## config.mk

```make
export PLATFORM = sky130hd
export DESIGN_NAME = peripheral_uart_receiver_wb
export DESIGN_NICKNAME = d
export VERILOG_FILES = /design/src/rtl/peripheral_uart_pkg.sv /design/src/rtl/peripheral_uart_sync_wb.sv /design/src/rtl/peripheral_uart_receiver_wb.sv
export SDC_FILE = /design/constraint.sdc
export NUM_CORES = 1
export LEC_CHECK = 0
export BUFFER_PORTS_ARGS = -buffer_cell sky130_fd_sc_hd__buf_2
export CORE_UTILIZATION = 35
export DETAILED_ROUTE_END_ITERATION = 6
export GPL_TIMING_DRIVEN = 0
export PLACE_DENSITY = 0.58
export SYNTH_ARGS = -nofsm -noshare
export SYNTH_HDL_FRONTEND = slang
export SYNTH_SLANG_ARGS = --single-unit
```

## constraint.sdc

```tcl
create_clock -name clk -period 1.6 [get_ports clk]
set_input_delay 0.16 -clock clk [delete_from_list [all_inputs] [get_ports clk]]
set_output_delay 0.16 -clock clk [all_outputs]
set_load 0.01 [all_outputs]
```

## src/rtl/peripheral_uart_pkg.sv

```systemverilog
// Shared types and constants for the UART receive path.
// Used by peripheral_uart_receiver_wb and its synchroniser.
package peripheral_uart_pkg;

  typedef enum logic [2:0] {
    IDLE,
    START,
    DATA,
    PARITY,
    STOP,
    PUSH,
    WAIT_HIGH
  } rx_state_t;

  // Line control register bit positions
  localparam int LCR_WL_LSB = 0;
  localparam int LCR_WL_MSB = 1;
  localparam int LCR_STB    = 2;
  localparam int LCR_PEN    = 3;
  localparam int LCR_EPS    = 4;
  localparam int LCR_SP     = 5;

  // Flag positions in the low bits of the FIFO word
  localparam int FLAG_BRK = 2;
  localparam int FLAG_PE  = 1;
  localparam int FLAG_FE  = 0;

  // Bits on the wire per character: start + data + parity + stop(s), range 7..12.
  function automatic logic [3:0] frame_bits(input logic [7:0] lcr);
    return 4'd7 + {2'b00, lcr[LCR_WL_MSB:LCR_WL_LSB]}
                + {3'b000, lcr[LCR_PEN]} + {3'b000, lcr[LCR_STB]};
  endfunction

endpackage

```

## src/rtl/peripheral_uart_sync_wb.sv

```systemverilog
// Multi-flop synchroniser for the serial input; resets to the line idle level (1).
module peripheral_uart_sync_wb #(
  parameter int STAGES = 2
) (
  input  logic clk,
  input  logic wb_rst_i,
  input  logic d,
  output logic q
);

  logic [STAGES-1:0] sr;

  // NOTE: sequential state uses non-blocking assignments so every flop samples pre-edge values.
  always_ff @(posedge clk or posedge wb_rst_i) begin
    if (wb_rst_i) sr <= '1;
    else          sr <= {sr[STAGES-2:0], d};
  end

  assign q = sr[STAGES-1];

endmodule

```

## src/rtl/peripheral_uart_receiver_wb.sv

```systemverilog
// UART receiver: 16x oversampled deframer that pushes {data, break, pe, fe} words to the RX FIFO.
// Optional character timeout is built when PERIPHERAL_UART_RX_TIMEOUT_EN is defined.
module peripheral_uart_receiver_wb
  import peripheral_uart_pkg::*;
#(
  parameter int FIFO_WIDTH     = 11,
  parameter int FIFO_COUNTER_W = 5,
  parameter int SYNC_STAGES    = 2
) (
  input  logic                      clk,
  input  logic                      wb_rst_i,
  input  logic                      enable,
  input  logic                      srx_pad_i,
  input  logic [7:0]                lcr,
  input  logic [FIFO_COUNTER_W-1:0] rf_count,
  input  logic                      rf_pop,
  output logic                      rf_push,
  output logic [FIFO_WIDTH-1:0]     rf_data_in,
  output logic                      rx_busy,
  output logic                      timeout_o
);

  logic      srx_s;
  rx_state_t state, state_next;
  logic [3:0] tick;
  logic [2:0] bit_cnt;
  logic [7:0] data;
  logic [7:0] lcr_q;
  logic       pe_q, fe_q, brk_q, par_q;
  logic       sample_mid;
  logic [2:0] last_bit;
  logic       par_expected;

  peripheral_uart_sync_wb #(.STAGES(SYNC_STAGES)) u_sync (
    .clk      (clk),
    .wb_rst_i (wb_rst_i),
    .d        (srx_pad_i),
    .q        (srx_s)
  );

  assign sample_mid   = enable && (tick == 4'hF);
  // Word length 5..8 maps to last bit index 4..7.
  assign last_bit     = {1'b1, lcr_q[LCR_WL_MSB:LCR_WL_LSB]};
  assign par_expected = lcr_q[LCR_SP] ? ~lcr_q[LCR_EPS] : ((^data) ^ ~lcr_q[LCR_EPS]);

  always_ff @(posedge clk or posedge wb_rst_i) begin
    if (wb_rst_i) state <= IDLE;
    else          state <= state_next;
  end

  // NOTE: next state gets a default before the case so no path leaves it unassigned (no latch).
  always_comb begin
    state_next = state;
    case (state)
      IDLE:      if (enable && !srx_s) state_next = START;
      START:     if (enable && tick == 4'd7) state_next = srx_s ? IDLE : DATA;
      DATA:      if (sample_mid && bit_cnt == last_bit)
                   state_next = lcr_q[LCR_PEN] ? PARITY : STOP;
      PARITY:    if (sample_mid) state_next = STOP;
      STOP:      if (sample_mid) state_next = PUSH;
      PUSH:      state_next = brk_q ? WAIT_HIGH : IDLE;
      WAIT_HIGH: if (enable && srx_s) state_next = IDLE;
      default:   state_next = IDLE;
    endcase
  end

  always_ff @(posedge clk or posedge wb_rst_i) begin
    if (wb_rst_i) begin
      tick    <= '0;
      bit_cnt <= '0;
      data    <= '0;
      lcr_q   <= '0;
      pe_q    <= 1'b0;
      fe_q    <= 1'b0;
      brk_q   <= 1'b0;
      par_q   <= 1'b0;
    end else begin
      if (enable) tick <= tick + 4'd1;
      case (state)
        IDLE: if (enable && !srx_s) tick <= '0;
        START: if (enable && tick == 4'd7 && !srx_s) begin
          // Start bit confirmed: latch line format and clear the previous character.
          tick    <= '0;
          bit_cnt <= '0;
          data    <= '0;
          lcr_q   <= lcr;
          pe_q    <= 1'b0;
          fe_q    <= 1'b0;
          brk_q   <= 1'b0;
          par_q   <= 1'b0;
        end
        DATA: if (sample_mid) begin
          data[bit_cnt] <= srx_s;
          bit_cnt       <= bit_cnt + 3'd1;
        end
        PARITY: if (sample_mid) begin
          par_q <= srx_s;
          pe_q  <= srx_s ^ par_expected;
        end
        STOP: if (sample_mid) begin
          fe_q  <= ~srx_s;
          brk_q <= ~srx_s && (data == 8'h00) && (!lcr_q[LCR_PEN] || !par_q);
        end
        default: ;
      endcase
    end
  end

  assign rf_push    = (state == PUSH);
  assign rf_data_in = FIFO_WIDTH'({data, brk_q, pe_q, fe_q});
  assign rx_busy    = (state != IDLE);

`ifdef PERIPHERAL_UART_RX_TIMEOUT_EN
  logic [9:0] counter_t;
  logic [9:0] toc;
  logic       unused_lcr_bits;

  assign toc = {frame_bits(lcr), 6'b000000};

  // Reset to a non-zero value so timeout_o is low out of reset whatever rf_count is.
  always_ff @(posedge clk or posedge wb_rst_i) begin
    if (wb_rst_i)                                 counter_t <= '1;
    else if (rf_push || rf_pop || rf_count == '0) counter_t <= toc;
    else if (enable && counter_t != '0)           counter_t <= counter_t - 10'd1;
  end

  assign timeout_o       = (counter_t == '0) && (rf_count != '0);
  assign unused_lcr_bits = ^lcr[7:6];
`else
  logic unused_timeout_inputs;

  assign timeout_o             = 1'b0;
  assign unused_timeout_inputs = ^{rf_count, rf_pop, lcr[7:6]};
`endif

endmodule

```

==> out/qor.yml, run 1 <==
clock-root-buffer: "clkbuf_8"
placement.cell_area_um2: 2050
cts_buffers: 5
initial_core_util_pct: 36.3
period_share_pct: 99.8
violations: "design-rule violations"
ys_seq_area_share_pct: 39.2
ys.flop_type: "dfrtp_1"
cap_violations: 0
syn_to_final_growth_pct: 25.4
h-tree-depth: 2
fin_worst_skew_ps: 13.8
rsz0062_at_grt: "true"
drt_wl_total_um: 3960
hold_viol_final: 0
path_class: "flip-flop to flip-flop"
place_congestion: 0.801
r2r_slack_ps: 4
rows: 26
hold_path_class: "input pin to flip-flop"
max-vdd-ir-drop_uv: 682
fin_area_um2: 2330
end_kind: "flip-flop"
viasPerCell: 4.91
ys_ff_latch: 29
die_area_um2: 5600
port_buffers: 21
antenna_found_initial: 0
ios: 32
yosysTopAreaCellShare_pct: 36.4
netlist_top_cells_count: "dfrtp_1, nand2_1, nand3_1"
dpl.cell_count: 284
syn_nets: 218
drv_slew: 0
synth_most_common_cell: "dfrtp_1"
grt_max_degree: 30
synth-async-reset-ratio_pct: 100
cts.sink_count: 29
grt_pass1_wl_um: 6340
clkLatencyLatePin_ps: 280
num_antenna_cells: 0
drt_iter0_drc: 108
finalCriticalPeriod_ps: 1600
final_layout_size_suffix_gt1_share_pct: 32.9
synthCells: 193
path_clk_slew_ps: 70
drcViolationCount: 1
yosysTopAreaCell: "dfrtp_1"
max_slew_margin_pct: 25.3
grt_overflow: 0
ctsLongestPathBuffers: 2
final_nets: 255
num_vias: 1478
core_area_um2: 5110
ant_nets: 0
first_global_vias: 1330
cp.arrival_ps: 1800
dr.pass1.iters: 6
leakage_uw: 0.00110
die_h_um: 74.8
gr-usage-all-layers_pct: 15.2
synth_area_leaders: "dfrtp_1, mux2i_1, ha_1"
syn_area_um2: 1860
cts_tree: "yes"
syn_area_per_cell_um2: 9.61
start_kind: "flip-flop"
synth-edff-count: 0
cp_max_fo: 7
die_w_um: 74.8
p_per_area_nw_per_um2: 1100
dp_hpwl_um: 2740
status: "complete, but fails checks"
worst_pin_slew_ps: 1120
max_freq_ghz: 0.626
routedWlPerCell_um: 13.2
synth.distinct_cells: 55
layout.cells.non_filler: 301
finalSetupViolCount: 0
ys_warn_count: 0
worst_ep_required_time_ps: 1810
## cells in the final DEF (no fill, tap or decap), types with 2 or more instances in the layout
cell type / instances
a21oi_1: 4
and3_1: 3
buf_2: 22
buf_4: 13
buf_6: 6
clkbuf_1: 3
clkbuf_8: 7
dfrtp_1: 26
dfstp_2: 2
ha_1: 3
ha_4: 3
inv_1: 11
mux2_1: 5
mux2i_1: 9
nand2_1: 18
nand2b_1: 3
nand3_1: 13
nand4_1: 4
nor2_1: 10
nor2b_1: 2
nor3_1: 2
o21a_1: 4
o21ai_0: 3
o21ai_1: 5
or3_1: 2
xnor2_1: 4
xnor2_2: 3
xor2_1: 3
## worst max-delay path, cell delays in order, from the launching register on
cell	delay [ps]
dfrtp_1	370
buf_6	130
or3b_4	420
nor3_4	200
and3_4	230
mux2i_1	170
## per-layer routing
| metal | GRT usage, % | vias up | part of all wire (%) |
|---|---|---|---|
| li1 | - | 744 | - |
| met5 | 0 | - | 0 |
| met3 | 3.88 | 7 | 4.5 |
| met1 | 21.2 | 689 | 49 |
| met4 | 5.03 | 0 | 1.5 |
| met2 | 23.1 | 38 | 45 |
## where the power goes
| part | internal (uW) | switching, uW | total [uW] |
|---|---|---|---|
| clock | 304 | 268 | 572 |
| combinational | 497 | 547 | 1040 |
| sequential | 850 | 96.5 | 947 |
## logic make-up after synthesis
| group | Yosys count | synth area share, % |
|---|---|---|
| multiplexers | 14 | 7.89 |
| flip-flops | 29 | 39.2 |
| XOR/XNOR | 10 | 4.72 |
| buffers and inverters | 29 | 8.36 |
| adder cells (fa/ha/maj) | 7 | 4.72 |
| AND/OR/NAND/NOR | 71 | 22.0 |
| AO/OA/AOI/OAI | 32 | 12.9 |
| other | 1 | 0.202 |
## what timing repair did
action                                  in CTS  in global routing
endpoints found under the setup margin      25                 22
hold buffers                                 1                  0
setup buffers                                6                  3
pin swaps                                    5                  5
gates resized for setup                     15                 11
hold endpoints to repair                     1                  0
## state kept, by name, indices dropped and copies added (netlist names)
register and count:
data 8, lcr_q 5, tick 4, bit_cnt 3, state 3, u_sync.sr 2
brk_q 1, fe_q 1, par_q 1, pe_q 1
## worst paths after layout
| kind | from | endpoint | cells past startpoint |
|---|---|---|---|
| setup / recovery | state[0]$_DFFE_PP0P_ | data[6]$_DFFE_PP0P_ | 5 |
| hold / removal | lcr[5] | lcr_q[5]$_DFFE_PP0P_ | 2 |
| setup reg to reg | state[0]$_DFFE_PP0P_ | data[6]$_DFFE_PP0P_ | 5 |
| hold reg to reg | u_sync.sr[0]$_DFF_PP1_ | u_sync.sr[1]$_DFF_PP1_ | 0 |
| max in group asynchronous | wb_rst_i | state[1]$_DFFE_PP0P_ | 2 |
| min in group asynchronous | wb_rst_i | data[7]$_DFFE_PP0P_ | 2 |
## final cells by class
type / count / area [um^2]
plain buffers: 16 / 146
repair buffers: 31 / 183
inverters: 12 / 45.0
multi-input cells: 135 / 1050
clock buffers: 7 / 76.3
well taps: 70 / 87.6
flip-flops and latches: 29 / 729
fillers: 490 / 2780
clock inverters: 1 / 5.00
## stage by stage
step	setup TNS, ps	power (uW)	utilization, %	hold WS, ps	setup slack [ps]
final	0	2560	45.5	97.7	3.77
after CTS	-0.755	2490	43.6	92.3	-0.755
after detailed placement	-2030	1820	40.1	267	-141
after global placement	-1860	1810	40.1	265	-126
after floorplan	0	1630	-	164	20.1
after global routing	-474	2730	45.5	85.5	-59.3
(Power assumes the default switching activity.)
==> inputs of run 2 (changes only) <==
- CORE_ASPECT_RATIO: not set -> 0.75
==> run 2 against run 1 <==
  * Count of clock-buffer cells in the layout shrank 1
  * Maximum frequency increased by 0.97%
  * Non-clock buffer count rose by 6
  * Hold slack got worse by 15 ps
  * The flow now finishes without violations
  * Highest routed layer unchanged
  * Largest power group unchanged
  * Global-route usage grew 1.3 points
  * Utilization is 3.0 points higher
==> out/qor.yml, run 2 (synthesis results as in run 1) <==
final_layout_size_suffix_gt1_share_pct: 35.7  # was 32.9%
final_common_cell: "dfrtp_1"  # unchanged
clkLatencyLatePin_ps: 290  # was 280 ps
finalWorstSetupSlack_ps: 19.2  # was 3.77 ps
syn_to_final_growth_pct: 30.2  # was 25.4%
n_fill_cell: 480  # was 490
max_freq_ghz: 0.633  # was 0.626 GHz
grt_pass1_wl_um: 6960  # was 6340 um
period_share_pct: 98.8  # was 99.8%
combPwrFrac_pct: 41.6  # was 40.7%
port_buffers: 21  # unchanged
ant_nets: 0  # unchanged
r2r_slack_ps: 20  # was 4 ps
worstReg2RegEnd: "data[6]$_DFFE_PP0P_"  # unchanged
cp.arrival_ps: 1790  # was 1800 ps
layout_common_cells: "dfrtp_1, buf_2, buf_4, nand2_1, nand3_1"  # was dfrtp_1, buf_2, nand2_1, nand3_1, buf_4
fin_area_um2: 2420  # was 2330 um^2
hold_path_class: "input pin to flip-flop"  # unchanged
grt_overflow: 0  # unchanged
cap_violations: 0  # unchanged
final_nets: 262  # was 255
regMostFlops: "data"  # unchanged
h-tree-depth: 2  # unchanged
largest_reg_flops: 8  # unchanged
grt_max_degree: 30  # unchanged
power.internal_uw: 1680  # was 1650 uW
cts_buffers: 5  # unchanged
hold_end: "lcr_q[3]$_DFFE_PP0P_"  # was lcr_q[5]$_DFFE_PP0P_
finalSetupViolCount: 0  # unchanged
die_w_um: 86.1  # was 74.8 um
dp_hpwl_um: 2880  # was 2740 um
netSwitchingPower_uw: 963  # was 911 uW
gr-usage-all-layers_pct: 16.5  # was 15.2%
cts_tree: "yes"  # unchanged
finalCriticalPeriod_ps: 1580  # was 1600 ps
num_antenna_cells: 0  # unchanged
ios: 32  # unchanged
rows: 22  # was 26
setup-tns-final_ps: 0  # unchanged
hold_path_startpoint: "lcr[3]"  # was lcr[5]
max_slew_margin_pct: 25.1  # was 25.3%
crit_buf_inv: 1  # unchanged
cpPeakStageDelay_ps: 410  # was 420 ps
num_vias: 1552  # was 1478
die_h_um: 65.1  # was 74.8 um
end_kind: "flip-flop"  # unchanged
dr.pass1.iters: 4  # was 6
status: "complete, no violations"  # was complete, but fails checks
worst_pin_slew_ps: 1120  # about the same
first_global_vias: 1376  # was 1330
cts.sink_count: 29  # unchanged
start_kind: "flip-flop"  # unchanged
whs_path_depth: 2  # unchanged
core_area_um2: 4980  # was 5110 um^2
critPathSlowestCell: "or3b_4"  # unchanged
reg_top3: "data (8), lcr_q (5), tick (4)"  # unchanged
routedWlPerCell_um: 14.0  # was 13.2 um
drv_slew: 0  # unchanged
viasPerCell: 5.01  # was 4.91
leakage_uw: 0.00115  # was 0.00110 uW
cp_top_family: "simple AND/OR/NAND/NOR gates"  # unchanged
ctsLongestPathBuffers: 2  # unchanged
initial_core_util_pct: 37.2  # was 36.3%
sw_frac_of_total_pct: 36.5  # was 35.5%
placement.cell_area_um2: 2050  # about the same
cp_max_fo: 8  # was 7
fin_hold_ws_ps: 83.2  # was 97.7 ps
rr_worst_depth: 5  # unchanged
crit_chain: "buf_6 > or3b_4 > nor3_4 > and3_4 > mux2i_1"  # unchanged
place_ws_ps: -143  # was -141 ps
path_clk_slew_ps: 60  # was 70 ps
path_class: "flip-flop to flip-flop"  # unchanged
antenna_found_initial: 0  # unchanged
pwr-share-clk_pct: 22.2  # was 22.3%
seqPwrFrac_pct: 36.2  # was 36.9%
clock-root-buffer: "clkbuf_8"  # unchanged
multi_input_area_um2: 1090  # was 1050 um^2
hold_viol_final: 0  # unchanged
die_area_um2: 5600  # about the same
fin_worst_skew_ps: 4.51  # was 13.8 ps
layout.area.seq_um2: 729  # unchanged
p_per_area_nw_per_um2: 1090  # was 1100 nW/um^2
worst_ep_required_time_ps: 1810  # about the same
drt_iter0_drc: 99  # was 108
rsz0062_at_grt: "true"  # unchanged
drt_wl_total_um: 4360  # was 3960 um
max-vdd-ir-drop_uv: 680  # was 682 uV
drcViolationCount: 0  # was 1
rr_startpoint: "state[0]$_DFFE_PP0P_"  # unchanged
place_congestion: 0.842  # was 0.801
==> run 2: worst max-delay path by stage <==
stage,cells past startpoint,to,slack (ps),start
3_3_place_gp,6,data[3]$_DFFE_PP0P_,-150,tick[0]$_DFF_PP0_
6_report,5,data[6]$_DFFE_PP0P_,20,state[0]$_DFFE_PP0P_
5_1_grt,5,tick[1]$_DFF_PP0_,-60,tick[1]$_DFF_PP0_
4_1_cts,5,data[6]$_DFFE_PP0P_,-5,state[0]$_DFFE_PP0P_
2_1_floorplan,6,state[2]$_DFFE_PP0P_,20,tick[0]$_DFF_PP0_
3_5_place_dp,6,data[2]$_DFFE_PP0P_,-140,tick[0]$_DFF_PP0_
==> run 2: what timing repair did <==
item	in CTS	in global routing
pin swaps	4	9
setup buffers	6	9
resized for setup	16	17
gates cloned	0	1
hold buffers	1	0
endpoints found under the setup margin	25	25
endpoints found under the hold margin	1	0
==> run 2: metal layers <==
| metal | vias up | track usage (%) | share of wire, % | routed length (um) |
|---|---|---|---|---|
| met1 | 749 | 25.6 | 54 | 2370 |
| li1 | 764 | - | - | - |
| met5 | - | 0 | 0 | 0 |
| met3 | 7 | 3.44 | 4.0 | 175 |
| met4 | 0 | 6.25 | 1.4 | 62 |
| met2 | 32 | 21.7 | 40 | 1750 |
==> run 2: area by class of cell <==
| class | count | area share (%) |
|---|---|---|
| repair buffers | 37 | 9.43 |
| clock inverters | 2 | 0.414 |
| inverters | 12 | 1.86 |
| clock buffers | 6 | 3.00 |
| multi-input cells | 136 | 45.3 |
| plain buffers | 16 | 6.11 |
| flip-flops and latches | 29 | 30.2 |
| well taps | 72 | 3.73 |
==> run 2: stage by stage <==
stage | power [uW] | instances | utilization (%)
floorplan | 1630 | 193 | -
global placement | 1820 | 286 | 41.2
detailed placement | 1830 | 286 | 41.2
CTS | 2500 | 300 | 44.9
global route | 2830 | 310 | 48.5
finish | 2640 | 310 | 48.5
==> run 2: power groups by stage <==
stage | Combinational [uW] | Sequential (uW) | Clock [uW]
4_1_cts | 952 | 948 | 603
5_1_grt | 1230 | 969 | 638
3_3_place_gp | 850 | 965 | 0
3_5_place_dp | 856 | 970 | 0
6_report | 1100 | 957 | 586
2_1_floorplan | 671 | 957 | 0
==> run 2: worst reg2reg max path, delay by kind of cell, from the launching register on <==
| kind | cells | cell delay (ps) |
|---|---|---|
| simple gates | 3 | 830 |
| flops | 1 | 370 |
| mux | 1 | 170 |
| buf+inv | 1 | 140 |
